===== src/rtl/alu_seq_nbit_pkg.sv =====
// Shared types for the handshaked N-bit ALU: opcodes, FSM states, status flags.
// Pure declarations, no logic or latency of its own.
// Not applicable to back-pressure; used by alu_seq_nbit and alu_mul_seq.
package alu_pkg;

   // Opcode encodings match the legacy 8-bit combinational ALU.
   typedef enum logic [2:0] {
      OP_ADD = 3'b000,
      OP_SUB = 3'b001,
      OP_AND = 3'b010,
      OP_OR  = 3'b011,
      OP_XOR = 3'b100,
      OP_MUL = 3'b101,
      OP_SHR = 3'b110,
      OP_SHL = 3'b111
   } alu_op_t;

   // Top-level sequencer: IDLE handles single-cycle ops, MUL waits on the multiplier.
   typedef enum logic {
      S_IDLE = 1'b0,
      S_MUL  = 1'b1
   } alu_state_t;

   typedef struct packed {
      logic cout;
      logic zero;
      logic neg;
      logic ovf;
   } alu_flags_t;

   localparam alu_flags_t FLAGS_CLR = '0;

endpackage


===== src/rtl/alu_seq_nbit_mul_seq.sv =====
// Iterative shift-add unsigned multiplier, MSB-first, one partial product per cycle.
// Latency: WIDTH cycles of busy after start; done marks the final step, product valid with it.
// No back-pressure: start is only honoured while idle; the caller must consume product on done.
module alu_mul_seq
   import alu_pkg::*;
#(
   parameter int WIDTH = 8,
   parameter int SHW   = $clog2(WIDTH)
) (
   input  logic                 clk,
   input  logic                 rst,
   input  logic                 start,
   input  logic [WIDTH-1:0]     a,
   input  logic [WIDTH-1:0]     b,
   output logic                 busy,
   output logic                 done,
   output logic [2*WIDTH-1:0]   product
);

   logic [WIDTH-1:0]   a_q;
   logic [WIDTH-1:0]   b_q;
   logic [2*WIDTH-1:0] acc;
   logic [2*WIDTH-1:0] acc_nxt;
   logic [SHW-1:0]     cnt;
   logic [WIDTH-1:0]   pp;

   // One MSB-first step: double the accumulator and add A when the current B bit is set.
   // The counter doubles as the B bit index, so it walks WIDTH-1 down to 0.
   always_comb begin
      pp      = b_q[cnt] ? a_q : '0;
      acc_nxt = {acc[2*WIDTH-2:0], 1'b0} + {{WIDTH{1'b0}}, pp};
      done    = busy && (cnt == '0);
      product = acc_nxt;
   end

   // Operand capture on start, then one accumulate per cycle until the counter reaches 0.
   always_ff @(posedge clk) begin
      if (rst) begin
         a_q  <= '0;
         b_q  <= '0;
         acc  <= '0;
         cnt  <= '0;
         busy <= 1'b0;
      end else if (start && !busy) begin
         a_q  <= a;
         b_q  <= b;
         acc  <= '0;
         cnt  <= SHW'(WIDTH - 1);
         busy <= 1'b1;
      end else if (busy) begin
         acc <= acc_nxt;
         if (cnt == '0) begin
            busy <= 1'b0;
         end else begin
            cnt <= cnt - SHW'(1);
         end
      end
   end

endmodule


===== src/rtl/alu_seq_nbit.sv =====
// N-bit eight-op ALU with registered result/flags and valid/ready on both sides.
// Latency: 1 cycle for single-cycle ops, WIDTH+1 cycles from accept for MUL.
// Holds result and flags while out_valid && !out_ready; in_ready low during MUL or a stalled result.
module alu_seq_nbit
   import alu_pkg::*;
#(
   parameter int WIDTH = 8,
   parameter int SHW   = $clog2(WIDTH)
) (
   input  logic             clk,
   input  logic             rst,
   input  logic             in_valid,
   output logic             in_ready,
   input  logic [WIDTH-1:0] A,
   input  logic [WIDTH-1:0] B,
   input  logic [2:0]       ALU_Sel,
   output logic             out_valid,
   input  logic             out_ready,
   output logic [WIDTH-1:0] Out,
   output logic [WIDTH-1:0] Out_hi,
   output logic             Cout,
   output logic             Zero,
   output logic             Neg,
   output logic             Ovf
);

   alu_state_t state;
   alu_state_t state_nxt;
   alu_op_t    op;

   logic accept;
   logic load_alu;
   logic load_mul;
   logic mul_start;
   logic mul_busy;
   logic mul_done;
   logic [2*WIDTH-1:0] mul_prod;

   logic [WIDTH-1:0] out_q;
   logic [WIDTH-1:0] out_hi_q;
   alu_flags_t       flags_q;
   logic             out_valid_q;

   logic [WIDTH-1:0] alu_res;
   alu_flags_t       alu_fl;
   alu_flags_t       mul_fl;

   logic [WIDTH:0]   sum;
   logic [WIDTH:0]   diff;
   logic [SHW-1:0]   s_amt;
   logic [WIDTH-1:0] shr_t;
   logic [WIDTH-1:0] shl_t;

   assign op = alu_op_t'(ALU_Sel);

   alu_mul_seq #(
      .WIDTH (WIDTH),
      .SHW   (SHW)
   ) u_mul (
      .clk     (clk),
      .rst     (rst),
      .start   (mul_start),
      .a       (A),
      .b       (B),
      .busy    (mul_busy),
      .done    (mul_done),
      .product (mul_prod)
   );

   // FSM state register.
   always_ff @(posedge clk) begin
      if (rst) begin
         state <= S_IDLE;
      end else begin
         state <= state_nxt;
      end
   end

   // FSM next state: leave IDLE only for MUL, return when the multiplier finishes.
   always_comb begin
      state_nxt = state;
      case (state)
         S_IDLE:  if (mul_start) state_nxt = S_MUL;
         S_MUL:   if (mul_done || !mul_busy) state_nxt = S_IDLE;
         default: state_nxt = S_IDLE;
      endcase
   end

   // FSM outputs: handshake and load strobes. A stalled result blocks new work.
   always_comb begin
      in_ready  = !rst && (state == S_IDLE) && (!out_valid_q || out_ready);
      accept    = in_valid && in_ready;
      load_alu  = accept && (op != OP_MUL);
      mul_start = accept && (op == OP_MUL);
      load_mul  = (state == S_MUL) && mul_done;
   end

   // Single-cycle datapath: all non-MUL ops and their flags.
   always_comb begin
      sum    = {1'b0, A} + {1'b0, B};
      diff   = {1'b0, A} - {1'b0, B};
      s_amt  = B[SHW-1:0];
      // Shifting by s-1 puts the last bit shifted out at the edge; ignored when s == 0.
      shr_t  = A >> (s_amt - SHW'(1));
      shl_t  = A << (s_amt - SHW'(1));
      alu_res = '0;
      alu_fl  = FLAGS_CLR;
      case (op)
         OP_ADD: begin
            alu_res     = sum[WIDTH-1:0];
            alu_fl.cout = sum[WIDTH];
            alu_fl.ovf  = (A[WIDTH-1] == B[WIDTH-1]) && (sum[WIDTH-1] != A[WIDTH-1]);
         end
         OP_SUB: begin
            alu_res     = diff[WIDTH-1:0];
            alu_fl.cout = diff[WIDTH];
            alu_fl.ovf  = (A[WIDTH-1] != B[WIDTH-1]) && (diff[WIDTH-1] != A[WIDTH-1]);
         end
         OP_AND: alu_res = A & B;
         OP_OR:  alu_res = A | B;
         OP_XOR: alu_res = A ^ B;
         OP_SHR: begin
            alu_res     = A >> s_amt;
            alu_fl.cout = (s_amt != '0) && shr_t[0];
         end
         OP_SHL: begin
            alu_res     = A << s_amt;
            alu_fl.cout = (s_amt != '0) && shl_t[WIDTH-1];
         end
         default: alu_res = '0;
      endcase
      alu_fl.zero = (alu_res == '0);
      alu_fl.neg  = alu_res[WIDTH-1];
   end

   // MUL flags: zero looks at the whole double-width product.
   always_comb begin
      mul_fl      = FLAGS_CLR;
      mul_fl.cout = (mul_prod[2*WIDTH-1:WIDTH] != '0);
      mul_fl.zero = (mul_prod == '0);
      mul_fl.neg  = mul_prod[WIDTH-1];
   end

   // Result registers: load on accept or multiplier completion, otherwise hold until consumed.
   always_ff @(posedge clk) begin
      if (rst) begin
         out_q       <= '0;
         out_hi_q    <= '0;
         flags_q     <= FLAGS_CLR;
         out_valid_q <= 1'b0;
      end else if (load_alu) begin
         out_q       <= alu_res;
         out_hi_q    <= '0;
         flags_q     <= alu_fl;
         out_valid_q <= 1'b1;
      end else if (load_mul) begin
         out_q       <= mul_prod[WIDTH-1:0];
         out_hi_q    <= mul_prod[2*WIDTH-1:WIDTH];
         flags_q     <= mul_fl;
         out_valid_q <= 1'b1;
      end else if (out_ready) begin
         out_valid_q <= 1'b0;
      end
   end

   assign out_valid = out_valid_q;
   assign Out       = out_q;
   assign Out_hi    = out_hi_q;
   assign Cout      = flags_q.cout;
   assign Zero      = flags_q.zero;
   assign Neg       = flags_q.neg;
   assign Ovf       = flags_q.ovf;

endmodule

===== config.mk =====
export PLATFORM = sky130hd
export DESIGN_NAME = alu_seq_nbit
export DESIGN_NICKNAME = d
export VERILOG_FILES = /design/src/rtl/alu_seq_nbit_pkg.sv /design/src/rtl/alu_seq_nbit_mul_seq.sv /design/src/rtl/alu_seq_nbit.sv
export SDC_FILE = /design/constraint.sdc
export NUM_CORES = 1
export LEC_CHECK = 0
export ABC_CLOCK_PERIOD_IN_PS = 3900
export CAP_MARGIN = 20
export CORE_UTILIZATION = 50
export CTS_BUF_LIST = sky130_fd_sc_hd__clkbuf_8
export DETAILED_ROUTE_END_ITERATION = 7
export HOLD_SLACK_MARGIN = 0.05
export PLACE_DENSITY = 0.82
export REMOVE_ABC_BUFFERS = 1
export SYNTH_ARGS = -nofsm -noshare
export SYNTH_HDL_FRONTEND = slang
export SYNTH_SLANG_ARGS = --single-unit

===== constraint.sdc =====
create_clock -name clk -period 3.9 [get_ports clk]
set_input_delay 0.39 -clock clk [delete_from_list [all_inputs] [get_ports clk]]
set_output_delay 0.39 -clock clk [all_outputs]
set_load 0.01 [all_outputs]

Word level (Yosys, flattened, before mapping)
Cells that the tools add are included.

word-level totals
  logic and storage cells = 91
  register bits after elaboration = 57
  bits of input ports = 23
  output and inout bits = 22

operators by class
  reductions and logical operators = 29
  bitwise gates (word level) = 4
  add/sub/neg operators = 5
  magnitude comparators = 1
  eq/ne operators = 13
  shift operators = 4
  multiplexer cells = 22

operators with widths
  cell                 number
  $pmux 8 s7           1
  $mux 8               3
  $add 16x8->16        1
  $logic_not 16->1     1
  $shl 8x3->8          2
  $eq 3x3->1 const B   4
  $logic_and 1x1->1    12
  $add 8x8->9          1
  $mux 1               9
  $mux 3               3
  $sub 8x8->9          1
  $and 8x8->8          1
  $logic_not 8->1      1
  $mux 4               2
  $or 8x8->8           1
  $reduce_bool 8->1    1
  $shr 8x3->1          1
  $shr 8x3->8          1
  $xor 8x8->8          1
  $eq 3x2->1 const B   2
  $logic_not 3->1      2
  $reduce_bool 3->1    2
  $sub 3x1->3 const B  2
  $lt 3x4->1 const B   1
  14 further kinds     22

Longest topological paths before layout
Gate-level depths: netlist (run 1).

  word-level depth = 8
  gate-level depth with buffers = 12
  mapped depth without buffers = 12

Cells and area by module
From an unflattened synthesis (run 1), not the netlist that was laid out.

unflattened totals
  cells, all modules = 586
  area total of the unflattened synthesis = 4765.8 µm²

modules (own cells, without submodules)
  module        sequential area each (µm²)  cells each  instances  area each (µm²)
  alu_seq_nbit  420.4                       347         1          2835.2
  alu_mul_seq   700.7                       239         1          1930.6

Worst setup path after synthesis (run 1)
Ideal clock, no wire load.

  kind = reg-to-reg
  start = register u_mul.cnt[0]
  end = register flags_q (netlist bit Zero)
  data required time = 3833 ps
  arrival time = 3314 ps
  clock period less this slack = 3382 ps
  path slack = 518 ps
  stages on the path, launching flop included = 12
  cells stage by stage = dfxtp_1 > mux4_1 > mux2i_4 > and2b_2 > ha_1 > fa_1 > xor2_1 > or4_1 > or4_4 > nor4_2 > a21oi_1 > o21ai_2

on the way
  word-level cells in the longest chain between the ends = 7
  elaborated cells between the ends (all ways) = 11
  classes of those cells = add/sub: 1; mux: 5; reduce/logical: 5

RTL lines
  element                       line                        source
  from (decl)                   alu_seq_nbit_mul_seq.sv:24  logic [SHW-1:0] cnt;
  from (signal assigned)        alu_seq_nbit_mul_seq.sv:48  cnt <= SHW'(WIDTH - 1);
  from (signal assigned)        alu_seq_nbit_mul_seq.sv:55  cnt <= cnt - SHW'(1);
  $bmux 1 s3                    alu_seq_nbit_mul_seq.sv:30  pp = b_q[cnt] ? a_q : '0;
  $mux 1 (not written as such)  alu_seq_nbit_mul_seq.sv:30
  $mux 8                        alu_seq_nbit_mul_seq.sv:30
  $add 16x8->16                 alu_seq_nbit_mul_seq.sv:31  acc_nxt = {acc[2*WIDTH-2:0], 1'b0} + {{WIDTH{1'b0}}, pp};
  $logic_not 16->1              alu_seq_nbit.sv:140         mul_fl.zero = (mul_prod == '0);
  $mux 4                        alu_seq_nbit.sv:156         end else if (load_mul) begin
  $mux 4                        alu_seq_nbit.sv:151         end else if (load_alu) begin
  to (signal assigned)          alu_seq_nbit.sv:154         flags_q <= alu_fl;
  to (signal assigned)          alu_seq_nbit.sv:159         flags_q <= mul_fl;
  to (decl)                     alu_seq_nbit.sv:41          alu_flags_t flags_q;

Parallel ways exist; a longest one is shown, timed or not. The select of a mux whose other input is x is not followed.
A chain may end at the register's enable or synchronous reset.

Worst setup path after layout (run 1)
  start = register u_mul.cnt[0]
  end = register flags_q (netlist bit Cout)

on the way
  word-level cells in the longest chain between the ends = 7
  elaborated cells between the ends (all ways) = 11
  classes of those cells = add/sub: 1; mux: 5; reduce/logical: 5

RTL lines
  element                       line                        source
  $bmux 1 s3                    alu_seq_nbit_mul_seq.sv:30
  $mux 1 (not written as such)  alu_seq_nbit_mul_seq.sv:30
  $mux 8                        alu_seq_nbit_mul_seq.sv:30
  $add 16x8->16                 alu_seq_nbit_mul_seq.sv:31
  $reduce_bool 8->1             alu_seq_nbit.sv:139         mul_fl.cout = (mul_prod[2*WIDTH-1:WIDTH] != '0);
  $mux 4                        alu_seq_nbit.sv:156
  $mux 4                        alu_seq_nbit.sv:151

Parallel ways exist; a longest one is shown, timed or not. The select of a mux whose other input is x is not followed.

==> results of run 1 <==
[kinds of logic (layout without fill, tap and decap cells)]
kind of cell,count (synthesis),count (layout),share of synthesized area (%)
AOI/OAI and AO/OA,150,150,21.7
xor gates and xnor gates,23,23,4.25
adders and majority gates,39,39,10.8
buffers and inverters,78,100,6.87
DFF,56,56,23.7
muxes,39,39,11.8
and+or+nand+nor,202,202,21.0
[stage by stage]
step                total power, mW  utilization, %  instances
floorplan                     0.813               -        541
global placement              0.950            56.9        712
detailed placement            0.960            56.9        712
CTS                            1.37            58.2        720
global route                   1.43            58.2        720
finish                         1.37            58.2        720
[flip-flops by register name (all words and copies together), names as in the netlist]
name / flops
Cout: 1
Out: 8
Out_hi: 8
Ovf: 1
Zero: 1
out_valid: 1
state: 1
u_mul.a_q: 8
u_mul.acc: 15
u_mul.b_q: 8
u_mul.busy: 1
u_mul.cnt: 3
[per-layer routing]
metal	up-vias	global-route usage, %	routed length (um)	part of all wire [%]
met4	0	6.45	165	1.3
met1	2111	36.7	5800	45
met3	14	4.08	942	7.4
met2	192	44.4	5910	46
met5	-	0	0	0
li1	2129	-	-	-
[report_power, final]
part / internal (mW) / leakage, nW / switching (mW) / total (mW)
registers: 0.582 / 0.453 / 0.00832 / 0.591
clock network: 0.227 / 0.0645 / 0.190 / 0.416
logic: 0.160 / 1.53 / 0.207 / 0.366
[cells in the final DEF, fill, tap and decap left out, types with 4 or more instances in the layout]
| cell type | count |
|---|---|
| a211oi_1 | 22 |
| a21o_1 | 4 |
| a21oi_1 | 53 |
| a221oi_1 | 4 |
| a22oi_1 | 6 |
| a31oi_1 | 4 |
| and2b_2 | 7 |
| buf_4 | 16 |
| clkbuf_8 | 7 |
| clkdlybuf4s50_1 | 44 |
| dfxtp_1 | 56 |
| ha_1 | 36 |
| inv_1 | 29 |
| mux2_2 | 7 |
| mux2i_1 | 20 |
| mux4_2 | 9 |
| nand2_1 | 57 |
| nand2b_1 | 10 |
| nand3_1 | 12 |
| nor2_1 | 64 |
| nor2b_1 | 8 |
| nor3_1 | 12 |
| nor4_1 | 4 |
| nor4b_1 | 4 |
| o211ai_1 | 5 |
| o21a_1 | 4 |
| o21ai_0 | 11 |
| o221ai_1 | 4 |
| or3_1 | 4 |
| xnor2_1 | 16 |
| xor2_1 | 7 |
[cell type report]
class | count | area share (%)
clock inverters | 1 | 0.561
multi-input cells | 453 | 61.4
repair buffers | 60 | 10.5
clock buffers | 7 | 1.80
inverters | 32 | 2.24
flip-flops and latches | 56 | 20.9
well taps | 111 | 2.59
[worst reg2reg max path, delay by kind of cell, from the launching register on]
| family | cells | cell delay, ns |
|---|---|---|
| AO/OA/AOI/OAI | 4 | 0.75 |
| AND/OR/NAND/NOR | 3 | 0.74 |
| flip-flops | 1 | 0.38 |
| adder cells (fa/ha/maj) | 2 | 0.64 |
| multiplexers | 3 | 1.05 |
[worst max path at each step]
stage | from | to | slack, ns | depth (start not counted)
global placement | u_mul.cnt[0] | Zero | 0.38 | 11
floorplan | u_mul.cnt[0] | Zero | 0.52 | 11
finish | u_mul.cnt[0] | Cout | 0.24 | 12
global route | u_mul.cnt[0] | Cout | 0.07 | 11
detailed placement | u_mul.cnt[0] | Cout | 0.26 | 12
CTS | u_mul.cnt[0] | Cout | 0.25 | 12
==> impl_metrics.toml, run 1 <==
[floorplanning]
row_count = 35
die_x_um = 99.3
die_h_um = 99.3
start_util_pct = 51.5
io-pin-count = 45
dieArea_um2 = 9860
coreArea_um2 = 9200

[clocking]
postCtsSetupBuffers = 0
cts_hold_buf = 0
clock-sinks = 56
cts_buffer_depth = 2
cts-root-buf = "clkbuf_8"
numCtsBuffers = 5
clk_latency_ns = 0.31
htreeDepth = 2
cts_tree = "built"
cts.clk_slew.worst_paths_ns = 0.10
cts_resized = 0

[yosys]
synth_common_cells = "64 x nor2_1, 57 x nand2_1, 56 x dfxtp_1"
netlist_area_um2 = 4730
avgSynthCellArea_um2 = 8.07
synth.distinct_cells = 73
ys_seq_elements = 56
synth_edf_count = 0
syn_inst = 587
yosysTopAreaCellShare_pct = 23.7
yosys.area.top_type = "dfxtp_1"
synth_most_common_cell = "nor2_1"
synthTopCellsByArea = "dfxtp_1 24%, ha_1 9.5%, a21oi_1 5.6%"
yosys_warnings = 0
ys.flop_type = "dfxtp_1"
seq_area_frac_synth_pct = 23.7
async_reset_ff_share_pct = 0

[global_route]
grt_pass1_wl_um = 21300
antenna_found_initial = 0
grt_max_degree = 37
grt_remaining_overflow = 0
grt_usage_pct = 26.8
grt_pass1_vias = 4307

[layout]
final_layout_size_suffix_gt1_share_pct = 10.0
fillers = 817
area_growth_pct = 13.1
nets = 670
regArea_um2 = 1120
design_area_um2 = 5360
multi_input_area_um2 = 3290
antennaDiodeCount = 0

[timing]
slew_viol_final = 0
tightest_slew_ns = 0.875
fmax_mhz = 273
skew_ns = 0.0113
setup_viol = 0
hold_violations = 0
hold_ws_ns = 0.456
relSlewSlack_pct = 41.4
finalSetupTns_ns = 0
fin_crit_sh_pct = 93.8
rsz0062_at_grt = "false"
period_needed_ns = 3.66
setup_slack_ns = 0.242

[place]
pre_cts_slack_ns = 0.262
placed_area_um2 = 5230
routabilityCongestion = 0.906
port_buffers = 44
hpwl_um = 9630

[detailed_routing]
drt_pre_antenna_iters = 5
wire_per_inst_um = 17.8
viasPerCell = 6.18
route.vias.total = 4446
drtIter0Drc = 308
ant_nets = 0
drt_wl_total_um = 12800
drc_errors = 0

[critical_path]
path_cells = "mux4_1 > mux2i_4 > and2b_2 > ha_1 > fa_1 > a211o_1 > nand2_1 > a211oi_1 > mux2i_1 > nor4_2 > a311o_1 > a21oi_1"
rr_startpoint = "u_mul.cnt[0]"
crit_slowest_cell = "mux4_1"
cpPeakStageDelay_ns = 0.62
r2r_cells = 12
critPathKind = "flop to flop"
worstPathMaxFanout = 8
worstSetupEndpointType = "flop"
reg2reg_slack_ns = 0.24
cp.arrival_ns = 3.86
required_ns = 4.10
start_kind = "flop"
cp_num_buf_inv = 0
cp_top_family = "multiplexers"
rr_endpoint = "Cout"

[pwr]
power.density_nw_per_um2 = 256
p_leak_nw = 2.05
peakVddDrop_v = 0.000158

[min_path]
min-delay-start = "u_mul.a_q[5]"
min_to = "u_mul.a_q[5]"
hp-class = "flop to flop"
hold_path_depth = 2

[outcome]
status = "complete, no violations"

[job]
maxCapViolCount = 0
(Power assumes the default switching activity.)
==> inputs of run 2 (changes only) <==
SYNTH_HIERARCHICAL = 1   (was not set)
==> run 2 against run 1 <==
Via count up 4.9%. Synthesized cell count shrank 0.17%. Wire length is 5.9% higher. Worst setup slack lost 0.19 ns. Final area up 4.2%. Global-route usage hardly changed. Critical path type unchanged. Highest routed layer unchanged.
==> impl_metrics.toml, run 2 <==
[clocking]
cts-root-buf = "clkbuf_8"
clk_latency_ns = 0.32
cts_buffer_depth = 2
numCtsBuffers = 5
cts.clk_slew.worst_paths_ns = 0.11
htreeDepth = 2
clock-sinks = 56
cts_tree = "built"
cts_hold_buf = 0

[critical_path]
start_kind = "flop"
required_ns = 4.16
worstPathMaxFanout = 7
critPathLaunch = "u_mul/cnt[0]"
rr_startpoint = "u_mul/cnt[0]"
critPathKind = "flop to flop"
worstSetupEndpointType = "flop"
cp.arrival_ns = 4.11

[timing]
tightest_slew_ns = 0.830
fin_crit_sh_pct = 98.6
period_needed_ns = 3.85
skew_ns = 0.00781
fmax_mhz = 260
setup_viol = 0
relSlewSlack_pct = 44.4
hold_violations = 0
slew_viol_final = 0
hold_ws_ns = 0.460

[yosys]
async_reset_ff_share_pct = 0
ys_seq_elements = 56
synth_edf_count = 0
syn_inst = 586
synth_most_common_cell = "nand2_1"
seq_area_frac_synth_pct = 23.5
synthTopCellsByArea = "dfxtp_1 24%, ha_1 9.5%, nand2_1 6.9%"
netlist_area_um2 = 4770
yosysTopAreaCellShare_pct = 23.5
ys.flop_type = "dfxtp_1"
synth.distinct_cells = 74
avgSynthCellArea_um2 = 8.13
yosys.area.top_type = "dfxtp_1"
synth_common_cells = "87 x nand2_1, 60 x a21oi_1, 56 x dfxtp_1"
yosys_warnings = 6

[detailed_routing]
drc_errors = 0
viasPerCell = 6.11
drtIter0Drc = 339
drt_pre_antenna_iters = 5
wire_per_inst_um = 17.8
route.vias.total = 4662
ant_nets = 0
drt_wl_total_um = 13600

[pwr]
switching_share_pct = 32.1
peakVddDrop_v = 0.000145
seqPwrFrac_pct = 45.7
power.density_nw_per_um2 = 233
intPower_mw = 0.881
p_comb_share_pct = 29.0
p_clk_share_pct = 25.3
power.total_mw = 1.30
power.switching_mw = 0.417
p_leak_nw = 2.17

[floorplanning]
row_count = 35
start_util_pct = 51.6
die_h_um = 99.6
io-pin-count = 45
die_x_um = 99.6
coreArea_um2 = 9240
dieArea_um2 = 9930

[layout]
design_area_um2 = 5580
fillers = 817
regMostFlops = "u_mul/acc"
final_layout_size_suffix_gt1_share_pct = 13.4
layout_common_cells = "86 x nand2_1, 60 x a21oi_1, 55 x dfxtp_1"
area_growth_pct = 17.1
antennaDiodeCount = 0
mostFrequentLayoutCell = "nand2_1"
largest_reg_flops = 15
nets = 695
final_cell_count_no_fill = 763

[global_route]
grt_usage_pct = 26.8
antenna_found_initial = 0
grt_pass1_wl_um = 21200
grt_remaining_overflow = 0
grt_pass1_vias = 4371
grt_max_degree = 39

[min_path]
hp-class = "flop to flop"
min-delay-start = "Out_hi[3]"

[place]
port_buffers = 44
dpl.cell_count = 749
hpwl_um = 10000
routabilityCongestion = 0.952
placed_area_um2 = 5360

[job]
maxCapViolCount = 0

[outcome]
status = "complete, no violations"
==> run 2: power by group through the flow <==
stage / Clock (mW) / Combinational, mW / Sequential [mW]
6_report: 0.329 / 0.376 / 0.594
3_5_place_dp: 0 / 0.363 / 0.607
3_3_place_gp: 0 / 0.357 / 0.606
5_1_grt: 0.351 / 0.406 / 0.595
2_1_floorplan: 0 / 0.207 / 0.610
4_1_cts: 0.330 / 0.365 / 0.594
==> run 2: repair_timing <==
action                     CTS  global route
pin swaps                    1            10
gates resized for setup      1            20
gates cloned                 0             1
setup endpoints to repair    2             2
setup buffers                0             5
==> run 2: worst paths after layout <==
check	cells past startpoint	slack [ns]	end
max	14	0.05	Zero
min	2	0.46	Out_hi[3]
max reg2reg	14	0.05	Zero
min reg2reg	2	0.46	Out_hi[3]
==> run 2: cell type report <==
class / instances / area (um2) / area share [%]
Clock buffer: 5 / 68.8 / 1.23
Sequential cell: 56 / 1120 / 20.2
Multi-Input combinational cell: 462 / 3380 / 60.6
Tap cell: 129 / 161 / 2.89
Inverter: 28 / 105 / 1.88
Clock inverter: 3 / 20.0 / 0.359
Timing Repair Buffer: 80 / 718 / 12.9
==> run 2: cell families after synthesis <==
group | synth area share [%]
AOI/OAI and AO/OA | 20.9
adders and majority gates | 10.7
buffers and inverters | 7.06
and+or+nand+nor | 24.2
DFF | 23.5
muxes | 11.4
xor gates and xnor gates | 2.21
==> run 2: critical path: stages (launching register included) <==
cell and delay [ns]:
dfxtp_4 0.38, mux4_2 0.52, mux2i_4 0.23, buf_6 0.15
and2b_2 0.26, ha_4 0.28, a211oi_2 0.08, o211ai_1 0.47
nand2_1 0.17, xnor2_1 0.20, or4_4 0.54, nor2_4 0.10
nand4_1 0.09, a21oi_1 0.19, a31o_1 0.13
==> run 2: layer usage <==
layer,wire length [um],track usage (%),vias to the layer above
met3,755,3.02,22
met2,6770,47.6,166
met1,5810,34.0,2252
li1,-,-,2222
met4,227,8.37,0
met5,0,0,-
==> run 2: stage by stage <==
step,util (%),setup TNS [ns],setup WS (ns)
2_1_floorplan,-,0,0.118
3_3_place_gp,58.0,0,0.0443
3_5_place_dp,58.0,-0.0388,-0.0388
4_1_cts,59.0,0,0.00776
5_1_grt,60.4,-0.0556,-0.0316
6_report,60.4,0,0.0545
